<file path="src/rtl/arith_pkg.sv">
// Shared definitions for the serial arithmetic datapath blocks.
package arith_pkg;

   typedef enum logic [1:0] {
      IDLE = 2'b00,
      RUN  = 2'b01,
      DONE = 2'b10
   } state_e;

   localparam logic MODE_ADD = 1'b0;
   localparam logic MODE_SUB = 1'b1;

endpackage

</file>
<file path="src/rtl/serial_add_sub_if.sv">
// Operand and result handshakes of the bit-serial adder/subtractor.
interface serial_add_sub_if #(
   parameter int unsigned WIDTH = 8
);
   logic             in_valid;
   logic             in_ready;
   logic [WIDTH-1:0] a;
   logic [WIDTH-1:0] b;
   logic             sub;
   logic             out_valid;
   logic             out_ready;
   logic [WIDTH-1:0] sum;
   logic             cout;
   logic             ovf;
   logic             busy;

   modport master (
      output in_valid, a, b, sub, out_ready,
      input  in_ready, out_valid, sum, cout, ovf, busy
   );

   modport slave (
      input  in_valid, a, b, sub, out_ready,
      output in_ready, out_valid, sum, cout, ovf, busy
   );
endinterface

</file>
<file path="src/rtl/serial_fa_bit.sv">
// Combinational one-bit full adder cell.
module serial_fa_bit (
   input  logic a,
   input  logic b,
   input  logic cin,
   output logic s,
   output logic cout
);
   assign s    = a ^ b ^ cin;
   assign cout = (a & b) | (a & cin) | (b & cin);
endmodule

</file>
<file path="src/rtl/serial_add_sub.sv">
// Bit-serial adder/subtractor: one full-adder cell and one carry flop, LSB first.
// Subtraction is A + ~B + 1, so cout=1 means no borrow.
module serial_add_sub
   import arith_pkg::*;
#(
   parameter int unsigned WIDTH = 8
) (
   input logic             clk,
   input logic             rst,
   serial_add_sub_if.slave bus
);
   localparam int unsigned   CW   = (WIDTH > 1) ? $clog2(WIDTH) : 1;
   localparam logic [CW-1:0] LAST = CW'(WIDTH - 1);

   state_e           state_q, state_d;
   logic [WIDTH-1:0] sha_q, sha_d;
   logic [WIDTH-1:0] shb_q, shb_d;
   logic [WIDTH-1:0] shr_q, shr_d;
   logic [CW-1:0]    cnt_q, cnt_d;
   logic             carry_q, carry_d;
   logic             cout_q, cout_d;
   logic             ovf_q, ovf_d;
   logic             fa_s, fa_c;

   serial_fa_bit u_fa (
      .a    (sha_q[0]),
      .b    (shb_q[0]),
      .cin  (carry_q),
      .s    (fa_s),
      .cout (fa_c)
   );

   always_ff @(posedge clk or posedge rst) begin
      if (rst) begin
         state_q <= IDLE;
         sha_q   <= '0;
         shb_q   <= '0;
         shr_q   <= '0;
         cnt_q   <= '0;
         carry_q <= 1'b0;
         cout_q  <= 1'b0;
         ovf_q   <= 1'b0;
      end else begin
         state_q <= state_d;
         sha_q   <= sha_d;
         shb_q   <= shb_d;
         shr_q   <= shr_d;
         cnt_q   <= cnt_d;
         carry_q <= carry_d;
         cout_q  <= cout_d;
         ovf_q   <= ovf_d;
      end
   end

   always_comb begin
      state_d = state_q;
      sha_d   = sha_q;
      shb_d   = shb_q;
      shr_d   = shr_q;
      cnt_d   = cnt_q;
      carry_d = carry_q;
      cout_d  = cout_q;
      ovf_d   = ovf_q;
      unique case (state_q)
         IDLE: begin
            if (bus.in_valid) begin
               sha_d   = bus.a;
               shb_d   = (bus.sub == MODE_ADD) ? bus.b : ~bus.b;
               carry_d = (bus.sub == MODE_SUB);
               cnt_d   = '0;
               state_d = RUN;
            end
         end
         RUN: begin
            sha_d   = {1'b0, sha_q[WIDTH-1:1]};
            shb_d   = {1'b0, shb_q[WIDTH-1:1]};
            shr_d   = {fa_s, shr_q[WIDTH-1:1]};
            carry_d = fa_c;
            cnt_d   = cnt_q + 1'b1;
            if (cnt_q == LAST) begin
               // carry_q is the carry into the MSB on this final step
               cout_d  = fa_c;
               ovf_d   = carry_q ^ fa_c;
               cnt_d   = '0;
               state_d = DONE;
            end
         end
         DONE: begin
            if (bus.out_ready) begin
               state_d = IDLE;
            end
         end
         default: state_d = IDLE;
      endcase
   end

   assign bus.in_ready  = (state_q == IDLE);
   assign bus.out_valid = (state_q == DONE);
   assign bus.busy      = (state_q != IDLE);
   assign bus.sum       = shr_q;
   assign bus.cout      = cout_q;
   assign bus.ovf       = ovf_q;

endmodule

</file>
<file path="src/flat_wrapper.sv">
// flat-port wrapper written by rule: the top's interface ports become plain ports
module serial_add_sub_flat import arith_pkg::*;
#(
   parameter int unsigned WIDTH = 8
)
  (clk, rst, bus_in_valid, bus_a, bus_b, bus_sub, bus_out_ready, bus_in_ready, bus_out_valid, bus_sum, bus_cout, bus_ovf, bus_busy);
  serial_add_sub_if #(.WIDTH(WIDTH)) bus_i ();
  input logic clk;
  input logic rst;
  input wire logic [$bits(bus_i.in_valid)-1:0] bus_in_valid;
  input wire logic [$bits(bus_i.a)-1:0] bus_a;
  input wire logic [$bits(bus_i.b)-1:0] bus_b;
  input wire logic [$bits(bus_i.sub)-1:0] bus_sub;
  input wire logic [$bits(bus_i.out_ready)-1:0] bus_out_ready;
  output wire logic [$bits(bus_i.in_ready)-1:0] bus_in_ready;
  output wire logic [$bits(bus_i.out_valid)-1:0] bus_out_valid;
  output wire logic [$bits(bus_i.sum)-1:0] bus_sum;
  output wire logic [$bits(bus_i.cout)-1:0] bus_cout;
  output wire logic [$bits(bus_i.ovf)-1:0] bus_ovf;
  output wire logic [$bits(bus_i.busy)-1:0] bus_busy;
  assign bus_i.in_valid = bus_in_valid;
  assign bus_i.a = bus_a;
  assign bus_i.b = bus_b;
  assign bus_i.sub = bus_sub;
  assign bus_i.out_ready = bus_out_ready;
  assign bus_in_ready = bus_i.in_ready;
  assign bus_out_valid = bus_i.out_valid;
  assign bus_sum = bus_i.sum;
  assign bus_cout = bus_i.cout;
  assign bus_ovf = bus_i.ovf;
  assign bus_busy = bus_i.busy;
  serial_add_sub #(.WIDTH(WIDTH)) u_core (.clk(clk), .rst(rst), .bus(bus_i));
endmodule
</file>
<file path="config.mk">
export PLATFORM = sky130hd
export DESIGN_NAME = serial_add_sub_flat
export DESIGN_NICKNAME = d
export VERILOG_FILES = /design/src/rtl/arith_pkg.sv /design/src/rtl/serial_add_sub_if.sv /design/src/rtl/serial_fa_bit.sv /design/src/rtl/serial_add_sub.sv /design/src/flat_wrapper.sv
export SDC_FILE = /design/constraint.sdc
export NUM_CORES = 1
export LEC_CHECK = 0
export CORE_UTILIZATION = 51
export CTS_BUF_LIST = sky130_fd_sc_hd__clkbuf_4 sky130_fd_sc_hd__clkbuf_8
export DETAILED_ROUTE_END_ITERATION = 8
export GPL_TIMING_DRIVEN = 0
export PLACE_DENSITY = 0.81
export SYNTH_ARGS = -nofsm -noshare
export SYNTH_HDL_FRONTEND = slang
export SYNTH_HIERARCHICAL = 1
export SYNTH_SLANG_ARGS = --single-unit
</file>
<file path="constraint.sdc">
create_clock -name clk -period 1.6 [get_ports clk]
set_input_delay 0.24 -clock clk [delete_from_list [all_inputs] [get_ports clk]]
set_output_delay 0.24 -clock clk [all_outputs]
set_load 0.02 [all_outputs]
</file>
==> impl_metrics.tcl <==
set metrics [dict create \
    cpMaxStageDelayCell "clkdlybuf4s50_1" \
    stdcell_count 200 \
    p_switching_mw 1.324 \
    dp.cells 185 \
    grt_max_degree 33 \
    cap_viol_max_count 0 \
    diodes 0 \
    synth_seq_cells 32 \
    hold_class "in -> async" \
    final-seq-area_sq_um 800.8 \
    critPathBufInv 1 \
    cp.required_ns 1.36 \
    critical-path-max-stage-delay_ns 0.61 \
    start_kind "flip-flop" \
    area_growth_pct 35.12 \
    rows 19 \
    worstMarginPinSlew_ns 0.5986 \
    cp_max_fo 3 \
    grt_pass1_wl_mm 5.209 \
    htree_levels 2 \
    wl_per_cell_um 16.36 \
    initial_core_util 0.5413 \
    ctsHoldBuffers 0 \
    finalSetupViolCount 0 \
    cp-end-kind "primary output" \
    die_w_um 56.10 \
    ys_warn_count 6 \
    tritoncts "done" \
    worst_ir_drop_vdd_mv 1.335 \
    fillers 205 \
    final_core_util 0.7314 \
    fmax_mhz 640.8 \
    drt_iter0_drc 30 \
    multi_input_area_sq_um 635.6 \
    synth_area_sq_um 1493 \
    p_leak_nw 0.9888 \
    switching_share 0.3630 \
    p_clk_frac 0.141 \
    first_pass_iters 4 \
    min_period_over_period 0.9754 \
    comb_power_share 0.481 \
    ant_nets 0 \
    clkTransAtPathRegs_ns 0.09 \
    drv_slew 0 \
    gr-total-overflow 0 \
    skew_ns 0.003496 \
    synth_edf_count 0 \
    ios 34 \
    crit_chain "clkdlybuf4s50_1" \
    fp.coreArea_sq_um 2758 \
    die-area_sq_um 3147 \
    cts_buffers 5 \
    antenna_found_initial 0 \
    drt_wl_total_mm 3.272 \
    nets 193 \
    syn_nets 146 \
    numClockSinks 32 \
    hold_viol 0 \
    relSlewSlack 0.5985 \
    synthCells 122 \
    track_usage 0.2204 \
    viasPerCell 5.630 \
    grt_pass1_vias 1146 \
    seqPwrFrac 0.378 \
    dp_hpwl_mm 2.137 \
    status "finished clean" \
    remaining_drc_errors 0 \
    fp.dieH_um 56.10 \
    clkLatencyLatePin_ns 0.34 \
    async_flop_share 1.000 \
    power_mw 3.648 \
    postSynthAreaPerCell_sq_um 12.24 \
    dr_total_vias 1126 \
    period_minus_slack_ns 1.561 \
    clock_tree.root_cell "clkbuf_4" \
    finalWeightedCongestion 0.7624 \
    arrival_ns 1.32 \
    internal_power_mw 2.324 \
    path_class "reg -> out" \
    io_buffers 32 \
    synth_ff_type "dfrtp_1" \
    ys_seq_area_frac 0.5365 \
    clockBufferDepth 2 \
    cp_top_family "buffers and inverters" \
    drive_above_1_share 0.1716 \
    ys_types 26 \
    powerDensity_nw_per_um2 1809 \
]
-- cells by family (layout without fill, tap and decap cells) --
group,Yosys count,count (layout),share of synthesized area
XOR/XNOR,9,9,0.05281
AND/OR/NAND/NOR,27,27,0.1157
buffers and inverters,11,58,0.04107
adder cells (fa/ha/maj),3,3,0.03017
flip-flops,32,32,0.5365
AO/OA/AOI/OAI,31,31,0.1559
multiplexers,9,9,0.06790
-- path summary, 6_finish.rpt --
path / start / to / slack (ns) / depth (start not counted)
setup reg to reg: u_core/state_q[0] / u_core/bus.sum[0] / 0.12 / 5
hold / removal: rst / u_core/bus.sum[3] / 0.20 / 2
hold reg to reg: u_core/sha_q[4] / u_core/sha_q[4] / 0.51 / 2
setup / recovery: u_core/bus.sum[6] / bus_sum[6] / 0.04 / 1
max in group asynchronous: rst / u_core/sha_q[1] / 0.97 / 3
min in group clk: bus_sub / u_core/carry_q / 0.41 / 3
-- area by class of cell --
class                      instances  share of cell area
clock buffer                       7             0.03226
multi-input combinational         79              0.3151
tap                               31             0.01923
inverter                           2            0.003722
timing repair buffer              40              0.2010
buffer                             9             0.03164
sequential                        32              0.3970
-- power groups by stage --
stage / clock, mW / sequential [mW] / combinational [mW]
2_1_floorplan: 0 / 1.49 / 0.904
3_3_place_gp: 0 / 1.37 / 1.53
3_5_place_dp: 0 / 1.40 / 1.61
4_1_cts: 0.522 / 1.38 / 1.62
5_1_grt: 0.564 / 1.42 / 1.89
6_report: 0.516 / 1.38 / 1.75
-- cell usage in the layout, fill, tap and decap left out --
cell             netlist  final
dfrtp_1               32     32
clkdlybuf4s50_1        0     23
buf_4                  2     11
nand2_1               10     10
mux2_1                 9      9
o21ai_1                9      9
xor2_1                 8      8
a22oi_1                8      8
and3b_1                7      7
a221o_1                7      7
dlymetal6s2s_1         0      6
clkbuf_4               0      5
buf_2                  4      4
a22o_1                 4      4
nor2b_1                3      3
nand2b_1               3      3
clkbuf_8               0      2
clkbuf_1               2      2
ha_1                   2      2
o21bai_1               1      1
nor2_2                 2      1
buf_6                  1      1
nand3b_4               1      1
xnor2_1                1      1
buf_8                  0      1
nor2_4                 0      1
a32o_1                 1      1
inv_2                  1      1
clkinv_1               0      1
a21oi_1                1      1
nor2_1                 1      1
buf_16                 0      1
fa_1                   1      1
-- cell usage after synthesis (2+ instances only) --
master	instances	area (sq um)
nand2_1	10	37.54
o21ai_1	9	45.04
mux2_1	9	101.4
buf_2	4	20.02
ha_1	2	25.02
clkbuf_1	2	7.510
nor2b_1	3	18.77
xor2_1	8	70.07
a221o_1	7	70.07
and3b_1	7	61.31
nor2_2	2	12.51
nand2b_1	3	18.77
buf_4	2	15.01
dfrtp_1	32	800.8
a22o_1	4	35.03
a22oi_1	8	60.06
-- per-layer routing --
metal	routed length [um]	global-route usage	part of all wire
met1	1364	0.2813	0.42
met2	1677	0.3418	0.51
met3	170	0.07907	0.052
met4	61	0.09059	0.019
met5	0	0	0
-- metrics by stage --
step	TNS [ns]	hold slack (ns)	setup WS (ns)	instance area (sq um)
2_1_floorplan	0	0.3562	0.2880	1493
3_3_place_gp	-1.103	0.4668	-0.1027	1852
3_5_place_dp	-2.487	0.4855	-0.1449	1852
4_1_cts	0	0.3914	0.01632	1917
5_1_grt	-0.0003886	0.2219	-0.0003886	2017
6_report	0	0.1979	0.03936	2017
-- sequential cells by signal, indices dropped and copies added, names as in the netlist --
signal,flops
u_core/sha_q,8
u_core/cnt_q,3
u_core/bus.ovf,1
u_core/shb_q,8
u_core/bus.cout,1
u_core/state_q,2
u_core/bus.sum,8
u_core/carry_q,1
-- timing repair --
item                                    4_1_cts  5_1_grt
endpoints found under the setup margin        3        8
resized for setup                            14       10
setup buffers                                 1        6
pin swaps                                     0        1
Note: power is estimated with default switching activity, not from simulation.
==> RTL edit 1: new RTL, same settings <==
Encoding of `state_e`: now one-hot (3 bits for 3 states).
--- a/src/rtl/arith_pkg.sv
+++ b/src/rtl/arith_pkg.sv
@@ -1,10 +1,10 @@
 // Shared definitions for the serial arithmetic datapath blocks.
 package arith_pkg;
 
-   typedef enum logic [1:0] {
-      IDLE = 2'b00,
-      RUN  = 2'b01,
-      DONE = 2'b10
+   typedef enum logic [2:0] {
+      IDLE = 3'b001,
+      RUN  = 3'b010,
+      DONE = 3'b100
    } state_e;
 
    localparam logic MODE_ADD = 1'b0;
Check against the original RTL: no difference found for any inputs over 10 cycles, from zero or initial values and one cycle with rst high; not proved beyond that.
==> RTL edit 1 against the original RTL <==
Die area up 5.5%. Final area up 1.9%. Critical endpoint is now bus_cout. Sequential cell count up 1. The run now ends with DRC left. Register-to-register slack better by 40 ps. Via count up 0.71%. Synthesized area up 5.7%. Critical path depth unchanged. Power down 1.7%. Highest routed layer unchanged. Hold slack worse by 5.1 ps. Setup slack better by 19 ps. Combinational power down 9%. Sequential power up 7%. Wire length down 5.7%.
==> RTL edit 1: results (changes against the original RTL) <==
number of post-CTS setup repair buffers 0 (-1); vias in the first global route 1131 (-1.3%); IO Port Bufs 32 (unchanged); Worst EP arrival 1300 ps (-20 ps); first-pass GRT wire length 5110 um (-1.9%); gr usage total 20.9% (-1.2 points); R2R Path End u_core/sha_q[2]$_DFFE_PP0P_; placed insts 197 (+6.5%); Hold Crit Class primary input to asynchronous set/reset pin; Mapped Avg Cell Area 11.8 um2 (-3.8%); WL met1 1340 um (-1.5%); Reg2Reg Setup Slack 160 ps (+40 ps); initial antenna violation count 0 (unchanged); drt initial violations 61 (+100%); number of gates resized after cts 7 (-7); htree depth 2 (unchanged); Max Used Layer met4; worst slack, placed -145 ps (+0.101 ps); failing checks DRC; Post-synth top cells dfrtp_1, nand2_1, mux2i_1, o21ai_1, xor2_1; antenna fix cells 0 (unchanged); layout cells sized above 1 18.3% (+1.1 points); Clock Skew 20.5 ps (+17.0 ps); Synth cell types 30 (+15%); largest net degree at the start of global routing 34 (+3.0%); 1st-pass router iterations 6 (+2); Placer Congestion 0.751 (-1.5%); sequential area share after synthesis 52.4% (-1.2 points); Critical R2R Launch u_core/state_q[0]$_DFFE_PP1P_; slowest stage delay, CP 600 ps; # setup viols final 0 (unchanged); CP delay by family, top buffers and inverters; Slew @ Worst Pin 393 ps (-205 ps); worst-path maximum fanout 2 (-1); Static Leakage 1.04 nW (+4.8%); clock latency on the worst-skew pair 350 ps; syn nets 158 (+8.2%); Reg2Reg Depth 4 (-1); DR WL/cell 15.0 um (-8.5%); DP HPWL 2220 um (+3.8%); vias per cell 5.50 (-2.2%); Post-route DRC 1 (+1); status finished with violations; CTS Buf Count 5 (unchanged); synth top area cells dfrtp_1, mux2i_1, o21ai_1, nand2_1, xor2_1; ys async rst share 100% (unchanged); length of routed met2 wiring 1550 um (-7.5%); clk root buf clkbuf_4; VDD IR max 0.000851 V (-36%); Max Buffers Root-to-Sink 2 (unchanged); Clock Pin Slew Worst Setup and Hold Paths 110 ps (+20 ps); YS warnings 6 (unchanged); slowest CP cell clkdlybuf4s50_1; fillers 215 (+4.9%); drt total wl 3090 um (-5.7%); routed wl met3 150 um (-12%); NetSw 1.31 mW (-1.4%); dpl cell area 1940 um2 (+4.6%)
## RTL edit 1: cell count changes after synthesis, moves of 7 or more
cell     delta
nand2_1     +7
mux2_1      -9
mux2i_1    +16
a22oi_1     -8
and3b_1     -7
a221o_1     -7
## RTL edit 1: area by class of cell
cell class	count	area share (%)
Timing Repair Buffer	33	17.7
Clock buffer	7	3.16
Buffer	9	3.35
Tap cell	31	1.89
Inverter	3	0.548
Clock inverter	1	0.243
Multi-Input combinational cell	89	32.9
Sequential cell	33	40.2
## RTL edit 1: worst max-delay path by stage
stage | start | to | slack (ps) | cells past startpoint
2_1_floorplan | u_core/state_q[1]$_DFFE_PP0P_ | u_core/state_q[2]$_DFFE_PP0P_ | 250 | 3
3_3_place_gp | rst | u_core/cnt_q[1]$_DFFE_PP0P_ | -60 | 2
3_5_place_dp | rst | u_core/sha_q[5]$_DFFE_PP0P_ | -140 | 2
4_1_cts | u_core/bus.sum[6]$_DFFE_PP0N_ | bus_sum[6] | 8 | 1
5_1_grt | u_core/state_q[2]$_DFFE_PP0P_ | bus_busy | -9 | 3
6_report | u_core/bus.cout$_DFFE_PP0P_ | bus_cout | 60 | 1
## RTL edit 1: through the flow
step / utilization (%) / hold WS (ps)
global route: 72.1 / 199
finish: 72.1 / 193
CTS: 70.4 / 358
detailed placement: 67.9 / 479
global placement: 67.9 / 469
floorplan: - / 368
## RTL edit 1: metal layers
metal | vias up | global-route usage [%]
met5 | - | 0
met4 | 0 | 8.01
met3 | 6 | 6.70
met2 | 27 | 34.2
met1 | 557 | 25.9
li1 | 544 | -
## RTL edit 1: cell families after synthesis
family	count (synthesis)	synth area share (%)
AOI/OAI and AO/OA	24	8.88
xor gates and xnor gates	9	5.00
adders and majority gates	3	2.85
buffers and inverters	12	5.07
DFF	33	52.4
muxes	24	16.6
and+or+nand+nor	29	9.20
## RTL edit 1: power by group through the flow
| stage | combinational, mW | sequential, mW | clock (mW) |
|---|---|---|---|
| after global routing | 1.71 | 1.51 | 0.585 |
| after floorplan | 1.02 | 1.53 | 0 |
| after CTS | 1.61 | 1.46 | 0.548 |
| after detailed placement | 1.63 | 1.48 | 0 |
| after global placement | 1.57 | 1.45 | 0 |
| final | 1.59 | 1.47 | 0.537 |
==> RTL edit 2: new RTL, same settings <==
Without the edit above. `WIDTH` is set to 8 in 3 places; all go to 16.
--- a/src/rtl/serial_add_sub_if.sv
+++ b/src/rtl/serial_add_sub_if.sv
@@ -1,6 +1,6 @@
 // Operand and result handshakes of the bit-serial adder/subtractor.
 interface serial_add_sub_if #(
-   parameter int unsigned WIDTH = 8
+   parameter int unsigned WIDTH = 16
 );
    logic             in_valid;
    logic             in_ready;
--- a/src/rtl/serial_add_sub.sv
+++ b/src/rtl/serial_add_sub.sv
@@ -3,7 +3,7 @@
 module serial_add_sub
    import arith_pkg::*;
 #(
-   parameter int unsigned WIDTH = 8
+   parameter int unsigned WIDTH = 16
 ) (
    input logic             clk,
    input logic             rst,
--- a/src/flat_wrapper.sv
+++ b/src/flat_wrapper.sv
@@ -1,7 +1,7 @@
 // flat-port wrapper written by rule: the top's interface ports become plain ports
 module serial_add_sub_flat import arith_pkg::*;
 #(
-   parameter int unsigned WIDTH = 8
+   parameter int unsigned WIDTH = 16
 )
   (clk, rst, bus_in_valid, bus_a, bus_b, bus_sub, bus_out_ready, bus_in_ready, bus_out_valid, bus_sum, bus_cout, bus_ovf, bus_busy);
   serial_add_sub_if #(.WIDTH(WIDTH)) bus_i ();
Ports: changed (resized bus_a, bus_b and bus_sum); port bits go from 34 to 58. The function was not compared with the original's and may differ.
==> RTL edit 2 against the original RTL <==
Setup slack hardly changed. Synthesized cell count is 140% higher. Critical path type unchanged. Sequential cell count is 25 higher. Power is 76% higher. Synthesized area is 87% higher. Final area is 85% higher. Wire length is 91% higher. Critical endpoint is now bus_sum[15]. Count of clock-buffer cells in the layout is 4 higher. Largest power group unchanged.
==> RTL edit 2: results (changes against the original RTL) <==
Post-synth top cells nand2_1, dfrtp_1, a21oi_1, o21ai_0, xnor2_1; DP HPWL 4260 um (+99%); Clock Pin Slew Worst Setup and Hold Paths 60 ps (-30 ps); Rel. slew slack 21.5% (-38 points); worst slack, placed -354 ps (-210 ps); DR WL/cell 14.5 um (-11%); fraction of area in multi-input gates 33.0% (+1.5 points); Signal buffers 80 (+63%); met3 Use GR 4.43% (-3.5 points); dpl cell area 3450 um2 (+86%); Die X-Extent 76.0 um (+36%); Synth cell types 33 (+27%); drt initial violations 145 (+380%); worst hold slack 393 ps (+195 ps); NumNets Final 395 (+100%); htree depth 3 (+1); largest net degree at the start of global routing 58 (+76%); met1 Usage GRT 31.9% (+3.7 points); Non-clock buffer share 19.4% (-3.9 points); fillers 391 (+91%); length of routed met2 wiring 3070 um (+83%); inverter count 15 (+13); Placer Congestion 0.824 (+8.0%); layout cells sized above 1 12.7% (-4.4 points); status finished clean; CP startpoint u_core/bus.sum[15]$_DFFE_PP0N_; clock-cell share of area 5.38% (+2.2 points); Clock Skew 7.59 ps (+4.09 ps); Reg2Reg Setup Slack 70 ps (-50 ps); crit path to bus_sum[15]; Mapped Cells 289 (+140%); Static Leakage 1.81 nW (+83%); Worst Setup Slack, final 39.5 ps (+0.136 ps); syn nets 328 (+120%)
RTL edit 2: power breakdown:
group,switching (mW),leakage (nW),total (mW),internal (mW)
clock network,0.576,0.0987,1.35,0.773
logic,1.43,0.969,2.64,1.21
registers,0.429,0.746,2.42,1.99
total,2.43,1.81,6.41,3.97
RTL edit 2: cell families after synthesis:
group / count (synthesis) / synth area share (%)
buffers and inverters: 39 / 6.22
adders and majority gates: 2 / 1.16
DFF: 57 / 51.0
AOI/OAI and AO/OA: 81 / 20.2
and+or+nand+nor: 90 / 14.9
muxes: 3 / 1.16
xor gates and xnor gates: 17 / 5.33
RTL edit 2: timing repair:
| item | in CTS | in global routing |
|---|---|---|
| pin swaps | 0 | 1 |
| setup endpoints to repair | 3 | 36 |
| buffers inserted | 1 | 0 |
| resized for setup | 23 | 25 |
RTL edit 2: worst reg2reg max path: cells and delay by family, from the launching register on:
kind,cells,cell delay [ps]
buf+inv,2,330
compound gates,2,290
simple gates,1,420
flops,1,430
